**src/rtl/spi_pkg.sv**
```systemverilog
// Shared constants and FSM encoding for the SPI register bank.
package spi_pkg;

  typedef enum logic [1:0] {
    ST_IDLE  = 2'd0,
    ST_CMD   = 2'd1,
    ST_DATA  = 2'd2,
    ST_DRAIN = 2'd3
  } spi_state_e;

  localparam int CMD_W  = 8;
  // R/W is the first bit on the wire, so it lands in the MSB of the command byte
  localparam int RW_BIT = 7;
  localparam int ADDR_W = 7;

endpackage

```
**src/rtl/spi_sync_edge.sv**
```systemverilog
// Two-flop synchronizer with rise/fall detection against a one-cycle-delayed copy.
module spi_sync_edge #(
  parameter logic RESET_LVL = 1'b0
) (
  input  logic clk,
  input  logic rst_n,
  input  logic async_i,
  output logic level_o,
  output logic rise_o,
  output logic fall_o,
  output logic valid_o
);

  logic       meta_q;
  logic       sync_q;
  logic       dly_q;
  logic [1:0] fill_q;

  always_ff @(posedge clk or negedge rst_n) begin
    if (!rst_n) begin
      meta_q <= RESET_LVL;
      sync_q <= RESET_LVL;
      dly_q  <= RESET_LVL;
      fill_q <= '0;
    end else begin
      meta_q <= async_i;
      sync_q <= meta_q;
      dly_q  <= sync_q;
      fill_q <= {fill_q[0], 1'b1};
    end
  end

  assign level_o = sync_q;
  assign rise_o  = sync_q & ~dly_q;
  assign fall_o  = ~sync_q & dly_q;
  // High once sync_q holds a real sample rather than the reset level
  assign valid_o = fill_q[1];

endmodule

```
**src/rtl/spi_reg_bank.sv**
```systemverilog
// SPI peripheral exposing NUM_REGS words of DATA_W bits; writes commit on ncs rise.
module spi_reg_bank
  import spi_pkg::*;
#(
  parameter int                          NUM_REGS  = 5,
  parameter int                          DATA_W    = 8,
  parameter logic                        CPOL      = 1'b0,
  parameter logic [NUM_REGS*DATA_W-1:0]  RESET_VAL = '0
) (
  input  logic                         clk,
  input  logic                         rst_n,
  input  logic                         sclk,
  input  logic                         copi,
  input  logic                         ncs,
  output logic                         cipo,
  output logic                         cipo_oe,
  output logic [NUM_REGS*DATA_W-1:0]   regs_out,
  output logic                         wr_strobe,
  output logic [ADDR_W-1:0]            wr_addr,
  output logic                         frame_err
);

  localparam int FRAME_LEN = CMD_W + DATA_W;
  localparam int CNT_MAX   = FRAME_LEN + 1;
  localparam int CNT_W     = $clog2(CNT_MAX + 1);

  logic sclk_lvl, sclk_rise, sclk_fall, sclk_vld;
  logic copi_lvl, copi_rise, copi_fall, copi_vld;
  logic ncs_lvl,  ncs_rise,  ncs_fall,  ncs_vld;

  spi_sync_edge #(.RESET_LVL(CPOL)) u_sync_sclk (
    .clk(clk), .rst_n(rst_n), .async_i(sclk),
    .level_o(sclk_lvl), .rise_o(sclk_rise), .fall_o(sclk_fall), .valid_o(sclk_vld));
  spi_sync_edge #(.RESET_LVL(1'b0)) u_sync_copi (
    .clk(clk), .rst_n(rst_n), .async_i(copi),
    .level_o(copi_lvl), .rise_o(copi_rise), .fall_o(copi_fall), .valid_o(copi_vld));
  spi_sync_edge #(.RESET_LVL(1'b1)) u_sync_ncs (
    .clk(clk), .rst_n(rst_n), .async_i(ncs),
    .level_o(ncs_lvl), .rise_o(ncs_rise), .fall_o(ncs_fall), .valid_o(ncs_vld));

  logic unused_sync;
  assign unused_sync = ^{sclk_lvl, sclk_vld, copi_rise, copi_fall, copi_vld};

  spi_state_e          state_q, state_d;
  logic [CNT_W-1:0]    cnt_q, cnt_d;
  logic [CMD_W-1:0]    cmd_q, cmd_d, cmd_full;
  logic [DATA_W-1:0]   rx_q, rx_d, tx_q, tx_d, rd_word;
  logic [ADDR_W-1:0]   rd_addr, commit_addr_q, commit_addr_d, wr_addr_q;
  logic [DATA_W-1:0]   commit_data_q, commit_data_d;
  logic                armed_q, armed_d, commit_q, commit_d, err_q, err_d;
  logic                wr_strobe_q, frame_err_q;
  logic                sample, in_tx;
  logic [DATA_W-1:0]   regs_q [NUM_REGS];

  function automatic logic addr_ok(input logic [ADDR_W-1:0] a);
    return int'(a) < NUM_REGS;
  endfunction

  assign sample   = sclk_rise && !ncs_lvl && (state_q != ST_IDLE);
  assign cmd_full = {cmd_q[CMD_W-2:0], copi_lvl};
  assign rd_addr  = cmd_full[ADDR_W-1:0];
  assign in_tx    = (state_q == ST_DATA) || (state_q == ST_DRAIN);

  // Out-of-range addresses match no word and read back as zero
  always_comb begin
    rd_word = '0;
    for (int i = 0; i < NUM_REGS; i++) begin
      if (rd_addr == ADDR_W'(i)) rd_word = regs_q[i];
    end
  end

  always_comb begin
    state_d       = state_q;
    cnt_d         = cnt_q;
    cmd_d         = cmd_q;
    rx_d          = rx_q;
    tx_d          = tx_q;
    commit_d      = 1'b0;
    err_d         = 1'b0;
    commit_addr_d = commit_addr_q;
    commit_data_d = commit_data_q;
    // A fall only counts once ncs has been genuinely seen high after reset
    armed_d       = armed_q | (ncs_vld & ncs_lvl);

    if (ncs_rise) begin
      state_d = ST_IDLE;
      cnt_d   = '0;
      if (cnt_q == CNT_W'(FRAME_LEN)) begin
        commit_d      = cmd_q[RW_BIT] && addr_ok(cmd_q[ADDR_W-1:0]);
        commit_addr_d = cmd_q[ADDR_W-1:0];
        commit_data_d = rx_q;
      end else if (cnt_q != '0) begin
        err_d = 1'b1;
      end
    end else if (ncs_fall && armed_q) begin
      // Any fall, even outside IDLE, restarts the frame from scratch
      state_d = ST_CMD;
      cnt_d   = '0;
      cmd_d   = '0;
      rx_d    = '0;
      tx_d    = '0;
    end else if (sample) begin
      if (cnt_q != CNT_W'(CNT_MAX)) cnt_d = cnt_q + 1'b1;
      case (state_q)
        ST_CMD: begin
          cmd_d = cmd_full;
          if (cnt_q == CNT_W'(CMD_W - 1)) begin
            state_d = ST_DATA;
            tx_d    = cmd_full[RW_BIT] ? '0 : rd_word;
          end
        end
        ST_DATA: begin
          rx_d = {rx_q[DATA_W-2:0], copi_lvl};
          if (cnt_q == CNT_W'(FRAME_LEN - 1)) state_d = ST_DRAIN;
        end
        default: ;
      endcase
    end else if (sclk_fall && !ncs_lvl && in_tx && (cnt_q > CNT_W'(CMD_W))) begin
      // The fall right after latching keeps the MSB for the first data sample
      tx_d = {tx_q[DATA_W-2:0], 1'b0};
    end
  end

  always_ff @(posedge clk or negedge rst_n) begin
    if (!rst_n) begin
      state_q       <= ST_IDLE;
      cnt_q         <= '0;
      cmd_q         <= '0;
      rx_q          <= '0;
      tx_q          <= '0;
      armed_q       <= 1'b0;
      commit_q      <= 1'b0;
      commit_addr_q <= '0;
      commit_data_q <= '0;
      err_q         <= 1'b0;
      wr_strobe_q   <= 1'b0;
      wr_addr_q     <= '0;
      frame_err_q   <= 1'b0;
    end else begin
      state_q       <= state_d;
      cnt_q         <= cnt_d;
      cmd_q         <= cmd_d;
      rx_q          <= rx_d;
      tx_q          <= tx_d;
      armed_q       <= armed_d;
      commit_q      <= commit_d;
      commit_addr_q <= commit_addr_d;
      commit_data_q <= commit_data_d;
      err_q         <= err_d;
      wr_strobe_q   <= commit_q;
      frame_err_q   <= err_q;
      if (commit_q) wr_addr_q <= commit_addr_q;
    end
  end

  always_ff @(posedge clk or negedge rst_n) begin
    if (!rst_n) begin
      for (int i = 0; i < NUM_REGS; i++) regs_q[i] <= RESET_VAL[i*DATA_W +: DATA_W];
    end else if (commit_q) begin
      for (int i = 0; i < NUM_REGS; i++) begin
        if (commit_addr_q == ADDR_W'(i)) regs_q[i] <= commit_data_q;
      end
    end
  end

  for (genvar gi = 0; gi < NUM_REGS; gi++) begin : g_out
    assign regs_out[gi*DATA_W +: DATA_W] = regs_q[gi];
  end

  assign cipo_oe   = in_tx && !cmd_q[RW_BIT] && !ncs_lvl;
  assign cipo      = cipo_oe & tx_q[DATA_W-1];
  assign wr_strobe = wr_strobe_q;
  assign wr_addr   = wr_addr_q;
  assign frame_err = frame_err_q;

endmodule
```
**config.mk**
```make
export PLATFORM = sky130hd
export DESIGN_NAME = spi_reg_bank
export DESIGN_NICKNAME = d
export VERILOG_FILES = /design/src/rtl/spi_pkg.sv /design/src/rtl/spi_sync_edge.sv /design/src/rtl/spi_reg_bank.sv
export SDC_FILE = /design/constraint.sdc
export NUM_CORES = 1
export LEC_CHECK = 0
export CAP_MARGIN = 20
export CORE_MARGIN = 2
export CORE_UTILIZATION = 60
export CTS_CLUSTER_DIAMETER = 40
export DETAILED_ROUTE_END_ITERATION = 12
export PLACE_DENSITY = 0.91
export SETUP_SLACK_MARGIN = 0.5
export SKIP_CTS_REPAIR_TIMING = 1
export SYNTH_ARGS = -nofsm -noshare
export SYNTH_HDL_FRONTEND = slang
export SYNTH_HIERARCHICAL = 1
export SYNTH_SLANG_ARGS = --single-unit
```
**constraint.sdc**
```tcl
create_clock -name clk -period 3.7 [get_ports clk]
set_input_delay 0.74 -clock clk [delete_from_list [all_inputs] [get_ports clk]]
set_output_delay 0.74 -clock clk [all_outputs]
set_load 0.1 [all_outputs]
```
==> results of run 1 <==
[cell type report]
| type | instances | area [µm²] | area share |
|---|---|---|---|
| Clock inverter | 6 | 92.59 | 0.01655 |
| Sequential cell | 108 | 2706 | 0.4838 |
| Clock buffer | 10 | 137.6 | 0.02460 |
| Timing Repair Buffer | 58 | 585.6 | 0.1047 |
| Inverter | 5 | 18.77 | 0.003355 |
| Tap cell | 102 | 127.6 | 0.02281 |
| Multi-Input combinational cell | 251 | 1926 | 0.3442 |
[power groups by stage]
stage                     logic (mW)  clock network (mW)  registers (mW)
after global placement         0.185                   0            1.32
after global routing           0.221               0.863            1.31
after CTS                      0.195               0.813            1.30
final                          0.198               0.802            1.30
after detailed placement       0.193                   0            1.32
after floorplan                0.169                   0            1.27
[registers in the layout, summed over array words and instances, names as in the netlist, 2 cells and up]
signal             cells
commit_addr_q          7
state_q                2
tx_q                   8
cmd_q                  8
commit_data_q          8
cnt_q                  5
wr_addr                7
rx_q                   8
u_sync_ncs/fill_q      2
regs_out              40
[layer usage]
layer  GRT usage  up-vias
met5           0        -
met4     0.07960        0
met1      0.3328     1613
met3     0.06021       20
li1            -     1478
met2      0.4033      104
[how the worst max path moves through the flow]
stage	cells after the start	end
6_report	1	regs_out[26]
5_1_grt	1	regs_out[36]
4_1_cts	1	wr_addr[1]
3_5_place_dp	5	tx_q[3]
3_3_place_gp	5	tx_q[1]
2_1_floorplan	3	cipo
[through the flow]
step / hold WS, ns / util / total power, mW
6_report: 0.2547 / 0.7315 / 2.304
5_1_grt: 0.2488 / 0.7315 / 2.399
4_1_cts: 0.3623 / 0.7279 / 2.310
3_5_place_dp: 0.3356 / 0.6978 / 1.517
3_3_place_gp: 0.3323 / 0.6978 / 1.504
2_1_floorplan: 0.3312 / - / 1.443
==> flow_summary.json, run 1 <==
{
  "clock_sink_count": 108,
  "critPathCaptureType": "primary output",
  "layout.cells.most_common": "sky130_fd_sc_hd__dfrtp_1",
  "fin_tns_setup_ns": 0,
  "coreArea_um2": 7647,
  "clock_tree.htree_level_count": 3,
  "design.portCount": 56,
  "switching_power_mw": 0.5955,
  "hold_crit_path_type": "in2async",
  "drc_errors": 0,
  "first_global_vias": 3177,
  "synthToLayoutAreaGrowth_pct": 18.78,
  "timing.final.setup_violations": 0,
  "highest_count_cells_in_the_layout_ignoring_fill_and_taps": "sky130_fd_sc_hd__dfrtp_1, sky130_fd_sc_hd__clkdlybuf4s50_1, sky130_fd_sc_hd__mux2_2, sky130_fd_sc_hd__mux2_1, sky130_fd_sc_hd__nand2_1",
  "timing_worst_slew_pin_value_ns": 1.034,
  "globalRouteTotalUtil": 0.2484,
  "grt_antenna_before_repair": 0,
  "synth_warnings": 6,
  "numPlacedInstances": 523,
  "drt-pass1-iter-count": 4,
  "p_leak_nw": 2.583,
  "min_period_ns": 2.692,
  "detail_route.vias_per_cell": 5.954,
  "cp_top_delay_family": "buffers and inverters",
  "synthesis.instances": 380,
  "cts-root-to-sink-buffers": 2,
  "report.final.slew_viol_count": 0,
  "syn_avg_cell_area_um2": 12.39,
  "global_route_wire_length_before_repair_um": 16470,
  "place.gp.congestion": 0.8578,
  "detailroute.wirelength.met3_um": 511,
  "worst_setup_hold_path_clk_slew_ns": 0.10,
  "critical_path_class": "reg2out",
  "drt.antenna.violating_nets": 0,
  "number_of_cts_inserted_buffers": 9,
  "post-route-cell-area_um2": 5594,
  "final_critical_path_setup_slack_ns": 1.008,
  "fp.dieArea_um2": 8574,
  "slew_headroom": 0.3105,
  "first_iter_violations": 150,
  "avgRoutedWirePerCell_um": 18.32,
  "initial_utilization": 0.6158,
  "grt_start_max_net_pins": 85,
  "cap_violations": 0,
  "timing.critical_path.slowest_stage_cell": "sky130_fd_sc_hd__clkdlybuf4s50_1",
  "finalClockSkew_ns": 0.008263,
  "cp_cell_sequence": "clkdlybuf4s50_1",
  "power.density_cell_area_nw_per_um2": 411.8,
  "maxClockFrequency_mhz": 371.5,
  "tritoncts_clock_tree": "done",
  "worst_setup_path_startpoint": "regs_out[26]",
  "worst_ir_drop_vdd_v": 0.0003393,
  "unrepaired_setup_endpoints_after_global_routing": "no",
  "placementRows": 32,
  "postSynthNetCount": 389,
  "power.share.combinational": 0.086,
  "place_ws_ns": 1.275,
  "critical_path_required_ns": 2.96,
  "drive_above_1_share": 0.1689,
  "antennaDiodeCount": 0,
  "cp.arrival_ns": 1.95,
  "startpoint_type": "register",
  "top_signal_layer_used": "met4",
  "via_count": 3215,
  "fp.dieH_um": 92.60,
  "timing_hold_violations_final": 0,
  "switching_share": 0.2585,
  "r2r_cells": 5,
  "nFillCells": 497,
  "power.clock.fraction": 0.348,
  "met2WireLength_um": 5004,
  "synthesis.area_um2": 4710,
  "worstReg2RegStart": "cmd_q[4]",
  "worst-r2r-setup-slack_ns": 1.23,
  "port-buffer-count": 55,
  "global_route.overflow_total": 0,
  "seqPwrFrac": 0.566,
  "outcome": "complete, no violations",
  "power_report.internal_total_mw": 1.708,
  "crit-reg2reg-capture": "tx_q[1]",
  "cp_max_fo": 3,
  "die_w_um": 92.60,
  "finish.cell_count_without_fillers": 540,
  "place_area_um2": 5336,
  "postRouteWirelength_um": 9892,
  "final_net_count": 442,
  "clkLatencyLatePin_ns": 0.37,
  "post-route-period-util": 0.7275,
  "wl_met1_um": 4203,
  "stage_delay_of_the_slowest_cell_on_the_critical_path_ns": 1.16,
  "cts_root_buf": "sky130_fd_sc_hd__clkbuf_8",
  "placed_wire_length_estimate_um": 6640,
  "critPathBufInv": 1
}
Power figures use the tool's default switching activity.
==> run 2, diff against run 1 <==
--- a/config.mk
+++ b/config.mk
@@ -7,10 +7,10 @@
 export LEC_CHECK = 0
 export CAP_MARGIN = 20
 export CORE_MARGIN = 2
-export CORE_UTILIZATION = 60
+export CORE_UTILIZATION = 50
 export CTS_CLUSTER_DIAMETER = 40
 export DETAILED_ROUTE_END_ITERATION = 12
-export PLACE_DENSITY = 0.91
+export PLACE_DENSITY = 0.81
 export SETUP_SLACK_MARGIN = 0.5
 export SKIP_CTS_REPAIR_TIMING = 1
 export SYNTH_ARGS = -nofsm -noshare
==> constraint.sdc (replaced) <==
create_clock -name clk -period 2.4 [get_ports clk]
set_input_delay 0.48 -clock clk [delete_from_list [all_inputs] [get_ports clk]]
set_output_delay 0.48 -clock clk [all_outputs]
set_load 0.1 [all_outputs]
==> run 2 against run 1 <==
Net effect: total power grew 52%; critical endpoint is now tx_q[3]; via count is 3.8% higher; critical path type is now reg2reg; critical path depth rose by 4; non-clock buffer count rose by 24; sequential power rose by 53%; flip-flop and latch count unchanged; hold slack worse by 0.18 ns; register-to-register slack got worse by 1.0 ns; wire length up 8.4%.
==> flow_summary.json, run 2 (same netlist as run 1, synthesis figures left out) <==
{
  "cts-root-to-sink-buffers": 2,
  "avgRoutedWirePerCell_um": 18.72,
  "tritoncts_clock_tree": "done",
  "switching_power_mw": 0.9860,
  "via_count": 3336,
  "cp_top_delay_family": "simple AND/OR/NAND/NOR gates",
  "timing.final.setup_violations": 0,
  "cp.arrival_ns": 2.46,
  "layout.cells.most_common": "sky130_fd_sc_hd__dfrtp_1",
  "coreArea_um2": 9196,
  "drt.antenna.violating_nets": 0,
  "report.final.slew_viol_count": 0,
  "worst_setup_hold_path_clk_slew_ns": 0.10,
  "global_route.overflow_total": 0,
  "critPathBufInv": 0,
  "maxClockFrequency_mhz": 457.6,
  "clkLatencyLatePin_ns": 0.38,
  "power.density_cell_area_nw_per_um2": 597.2,
  "wl_met1_um": 4790,
  "globalRouteTotalUtil": 0.2177,
  "antennaDiodeCount": 0,
  "unrepaired_setup_endpoints_after_global_routing": "yes",
  "highest_count_cells_in_the_layout_ignoring_fill_and_taps": "sky130_fd_sc_hd__dfrtp_1, sky130_fd_sc_hd__buf_4, sky130_fd_sc_hd__mux2_2, sky130_fd_sc_hd__nand2_1, sky130_fd_sc_hd__mux2_1",
  "critical_path_class": "reg2reg",
  "initial_utilization": 0.5121,
  "multi_input_comb_area_um2": 2106,
  "switching_share": 0.2820,
  "detail_route.vias_per_cell": 5.822,
  "slew_headroom": 0.5681,
  "synthToLayoutAreaGrowth_pct": 24.34,
  "fin_tns_setup_ns": 0,
  "fp.dieArea_um2": 10210,
  "detailroute.wirelength.met3_um": 591,
  "met2WireLength_um": 5181,
  "place.gp.congestion": 0.8628,
  "power_report.internal_total_mw": 2.511,
  "clock_sink_count": 108,
  "numPlacedInstances": 546,
  "power.share.combinational": 0.128,
  "clock_tree.htree_level_count": 3,
  "number_of_cts_inserted_buffers": 9,
  "grt_antenna_before_repair": 0,
  "finish.cell_count_without_fillers": 573,
  "seqCellArea_um2": 2709,
  "cp_max_fo": 4,
  "timing.critical_path.slowest_stage_cell": "sky130_fd_sc_hd__or4_4",
  "stage_delay_of_the_slowest_cell_on_the_critical_path_ns": 0.57,
  "global_route_wire_length_before_repair_um": 17160,
  "die_w_um": 101.1,
  "grt_start_max_net_pins": 42,
  "hold_crit_path_type": "in2async",
  "top_signal_layer_used": "met4",
  "largest_register_ffs": 40,
  "timing_hold_violations_final": 0,
  "p_leak_nw": 2.846,
  "finalClockSkew_ns": 0.01359,
  "seqPwrFrac": 0.569,
  "port-buffer-count": 55,
  "first_iter_violations": 128,
  "final_net_count": 466,
  "first_global_vias": 3292,
  "design.portCount": 56,
  "outcome": "complete, no violations",
  "post-route-period-util": 0.9106,
  "drt-pass1-iter-count": 4,
  "placed_wire_length_estimate_um": 7082,
  "fp.dieH_um": 101.1,
  "startpoint_type": "register",
  "drc_errors": 0,
  "nFillCells": 671,
  "critical_path_required_ns": 2.67,
  "placementRows": 35,
  "cts_root_buf": "sky130_fd_sc_hd__clkbuf_8",
  "critPathCaptureType": "register",
  "power.clock.fraction": 0.303,
  "worst_ir_drop_vdd_v": 0.0003526,
  "min_period_ns": 2.185,
  "cp_cell_sequence": "or4_4 -> or4b_4 -> o221ai_1 -> nand2_1 -> mux2_4",
  "timing_worst_slew_pin_value_ns": 0.6315,
  "cap_violations": 0,
  "drive_above_1_share": 0.3874,
  "postRouteWirelength_um": 10730
}
[run 2: cell type report]
| type | instances | share of cell area |
|---|---|---|
| clock buffer | 11 | 0.02415 |
| clock inverter | 5 | 0.007692 |
| inverter | 5 | 0.003205 |
| multi-input combinational | 251 | 0.3596 |
| sequential | 108 | 0.4626 |
| tap | 111 | 0.02372 |
| timing repair buffer | 82 | 0.1190 |
[run 2: stage by stage]
step | utilization | hold slack [ns] | total power [mW] | cell area [µm²] | setup slack (ns)
after floorplan | - | 0.1844 | 2.233 | 4771 | 0.3744
after global placement | 0.5895 | 0.3332 | 2.367 | 5421 | 0.2442
after detailed placement | 0.5895 | 0.3347 | 2.385 | 5421 | 0.1759
after CTS | 0.6098 | 0.08629 | 3.435 | 5608 | 0.1630
after global routing | 0.6367 | 0.09691 | 3.648 | 5856 | 0.1397
final | 0.6367 | 0.07080 | 3.497 | 5856 | 0.2146
[run 2: power groups by stage]
stage	Sequential (mW)	Combinational, mW	Clock (mW)
finish	1.99	0.448	1.06
global route	2.00	0.494	1.15
CTS	1.98	0.371	1.08
detailed placement	2.02	0.367	0
global placement	2.01	0.357	0
floorplan	1.97	0.268	0
[run 2: routing by layer]
| layer | vias up | global-route usage |
|---|---|---|
| met5 | - | 0 |
| met1 | 1696 | 0.3208 |
| met4 | 0 | 0.07900 |
| met2 | 101 | 0.3276 |
| met3 | 14 | 0.03467 |
| li1 | 1525 | - |
[run 2: final timing paths]
check / cells past startpoint / startpoint / endpoint / slack [ns]
worst max-delay path: 5 / cmd_q[4] / tx_q[3] / 0.21
worst min-delay path: 1 / rst_n / regs_out[27] / 0.07
worst max register to register: 5 / cmd_q[4] / tx_q[3] / 0.21
worst min register to register: 0 / u_sync_sclk/meta_q / u_sync_sclk/level_o / 0.36
max in group asynchronous: 2 / rst_n / cnt_q[0] / 1.68
min in group clk: 0 / u_sync_sclk/meta_q / u_sync_sclk/level_o / 0.36
==> run 3, diff against run 2 <==
--- a/config.mk
+++ b/config.mk
@@ -7,10 +7,10 @@
 export LEC_CHECK = 0
 export CAP_MARGIN = 20
 export CORE_MARGIN = 2
-export CORE_UTILIZATION = 50
+export CORE_UTILIZATION = 60
 export CTS_CLUSTER_DIAMETER = 40
 export DETAILED_ROUTE_END_ITERATION = 12
-export PLACE_DENSITY = 0.81
+export PLACE_DENSITY = 0.91
 export SETUP_SLACK_MARGIN = 0.5
 export SKIP_CTS_REPAIR_TIMING = 1
 export SYNTH_ARGS = -nofsm -noshare
==> constraint.sdc (replaced) <==
create_clock -name clk -period 2.7 [get_ports clk]
set_input_delay 0.54 -clock clk [delete_from_list [all_inputs] [get_ports clk]]
set_output_delay 0.54 -clock clk [all_outputs]
set_load 0.1 [all_outputs]
==> run 3 against run 2 <==
Net effect: non-clock buffer count shrank 8; cell count shrank 3.1%; die area shrank 16%; total power shrank 7.8%; worst setup slack gained 0.30 ns; hold slack gained 0.061 ns; critical endpoint is now tx_q[4]; highest routed layer unchanged.
==> flow_summary.json, run 3 (same netlist as run 1, synthesis figures left out) <==
{
  "nFillCells": 483,
  "detail_route.vias_per_cell": 6.004,
  "grt_start_max_net_pins": 70,
  "cp.arrival_ns": 2.46,
  "cts-root-to-sink-buffers": 2,
  "globalRouteTotalUtil": 0.2621,
  "fp.dieArea_um2": 8574,
  "tritoncts_clock_tree": "done",
  "timing_hold_violations_final": 0,
  "numPlacedInstances": 533,
  "clock_tree.htree_level_count": 3,
  "critical_path_class": "reg2reg",
  "slew_headroom": 0.5158,
  "critical_path_required_ns": 2.97,
  "worst_setup_hold_path_clk_slew_ns": 0.10,
  "final_net_count": 458,
  "cts_root_buf": "sky130_fd_sc_hd__clkbuf_8",
  "cp_cell_sequence": "or4_4 -> or4b_4 -> o221ai_2 -> nand2_1 -> mux2_4",
  "design.portCount": 56,
  "use_met3": 0.04801,
  "drive_above_1_share": 0.3267,
  "cap_violations": 0,
  "worst_ir_drop_vdd_v": 0.0003565,
  "postRouteWirelength_um": 10590,
  "highest_count_cells_in_the_layout_ignoring_fill_and_taps": "sky130_fd_sc_hd__dfrtp_1, sky130_fd_sc_hd__buf_4, sky130_fd_sc_hd__mux2_2, sky130_fd_sc_hd__mux2_1, sky130_fd_sc_hd__nand2_1",
  "min_period_ns": 2.189,
  "via_count": 3332,
  "drt.antenna.violating_nets": 0,
  "timing_worst_slew_pin_value_ns": 0.7214,
  "use_met1": 0.3447,
  "p_leak_nw": 2.786,
  "global_route.overflow_total": 0,
  "placed_wire_length_estimate_um": 6980,
  "post-route-period-util": 0.8107,
  "placementRows": 32,
  "critPathCaptureType": "register",
  "outcome": "complete, no violations",
  "die_w_um": 92.60,
  "grt_antenna_before_repair": 0,
  "port-buffer-count": 55,
  "power.density_cell_area_nw_per_um2": 570.4,
  "fp.dieH_um": 92.60,
  "initial_utilization": 0.6158,
  "finalClockSkew_ns": 0.01009,
  "first_global_vias": 3265,
  "startpoint_type": "register",
  "place.gp.congestion": 0.8754,
  "unrepaired_setup_endpoints_after_global_routing": "yes",
  "finish.cell_count_without_fillers": 555,
  "clkLatencyLatePin_ns": 0.37,
  "cp_max_fo": 4,
  "timing.critical_path.slowest_stage_cell": "sky130_fd_sc_hd__or4_4",
  "drt-pass1-iter-count": 5,
  "coreArea_um2": 7647,
  "drc_errors": 0,
  "hold_crit_path_type": "in2async",
  "layout.cells.most_common": "sky130_fd_sc_hd__dfrtp_1",
  "report.final.slew_viol_count": 0,
  "maxClockFrequency_mhz": 456.8,
  "grt-busiest-layer": "met2",
  "first_iter_violations": 259,
  "grt.met2_usage": 0.4300,
  "stage_delay_of_the_slowest_cell_on_the_critical_path_ns": 0.55,
  "largest_register_ffs": 40,
  "global_route_wire_length_before_repair_um": 17080,
  "antennaDiodeCount": 0,
  "timing.final.setup_violations": 0,
  "synthToLayoutAreaGrowth_pct": 20.06,
  "number_of_cts_inserted_buffers": 9,
  "clock_sink_count": 108,
  "avgRoutedWirePerCell_um": 19.08,
  "fin_tns_setup_ns": 0
}
## run 3: cell types whose count changed in the layout (fill, tap and decap cells not counted), sizes merged
cell      before  now
clkinv         3    0
bufinv         0    2
clkbuf        11   12
clkinvlp       1    0
buf           79   71
## run 3: metrics by stage
stage                     utilization  setup slack [ns]  hold WS (ns)  power, mW  cell area (µm²)
after detailed placement       0.6940            0.3949        0.3347      2.105             5308
after CTS                      0.7233            0.3821        0.1380      3.190             5532
after global routing           0.7394            0.4355        0.1474      3.354             5654
after floorplan                     -            0.5336        0.2444      1.978             4718
final                          0.7394            0.5110        0.1316      3.225             5654
after global placement         0.6940            0.4688        0.3327      2.087             5308
## run 3: layout make-up
class | count | area (µm²) | area share
Clock buffer | 12 | 155.1 | 0.02744
Tap cell | 102 | 127.6 | 0.02257
Sequential cell | 108 | 2708 | 0.4789
Timing Repair Buffer | 74 | 588.1 | 0.1040
Multi-Input combinational cell | 251 | 1988 | 0.3516
Inverter | 5 | 18.77 | 0.003319
Clock inverter | 3 | 68.82 | 0.01217
## run 3: path summary, 6_finish.rpt
kind	start	end	slack (ns)	cells after the start
max	cmd_q[4]	tx_q[4]	0.51	5
min	rst_n	regs_out[13]	0.13	1
max reg2reg	cmd_q[4]	tx_q[4]	0.51	5
min reg2reg	err_q	frame_err	0.35	0
max in group asynchronous	rst_n	rx_q[2]	1.84	2
min in group clk	err_q	frame_err	0.35	0
## run 3: report_power, final
group          total (mW)  switching, mW  internal [mW]
registers            1.77         0.0930           1.67
clock network        1.10          0.524          0.572
logic               0.362          0.198          0.163
## run 3: layer usage
layer / wire, µm / up-vias
met1: 4381 / 1712
li1: - / 1502
met4: 265 / 0
met5: 0 / -
met3: 546 / 21
met2: 5397 / 97
## run 3: critical path, delay by kind of cell (launching register included)
kind / cells / cell delay [ns]
simple gates: 3 / 1.18
flops: 1 / 0.43
mux: 1 / 0.26
compound gates: 1 / 0.21
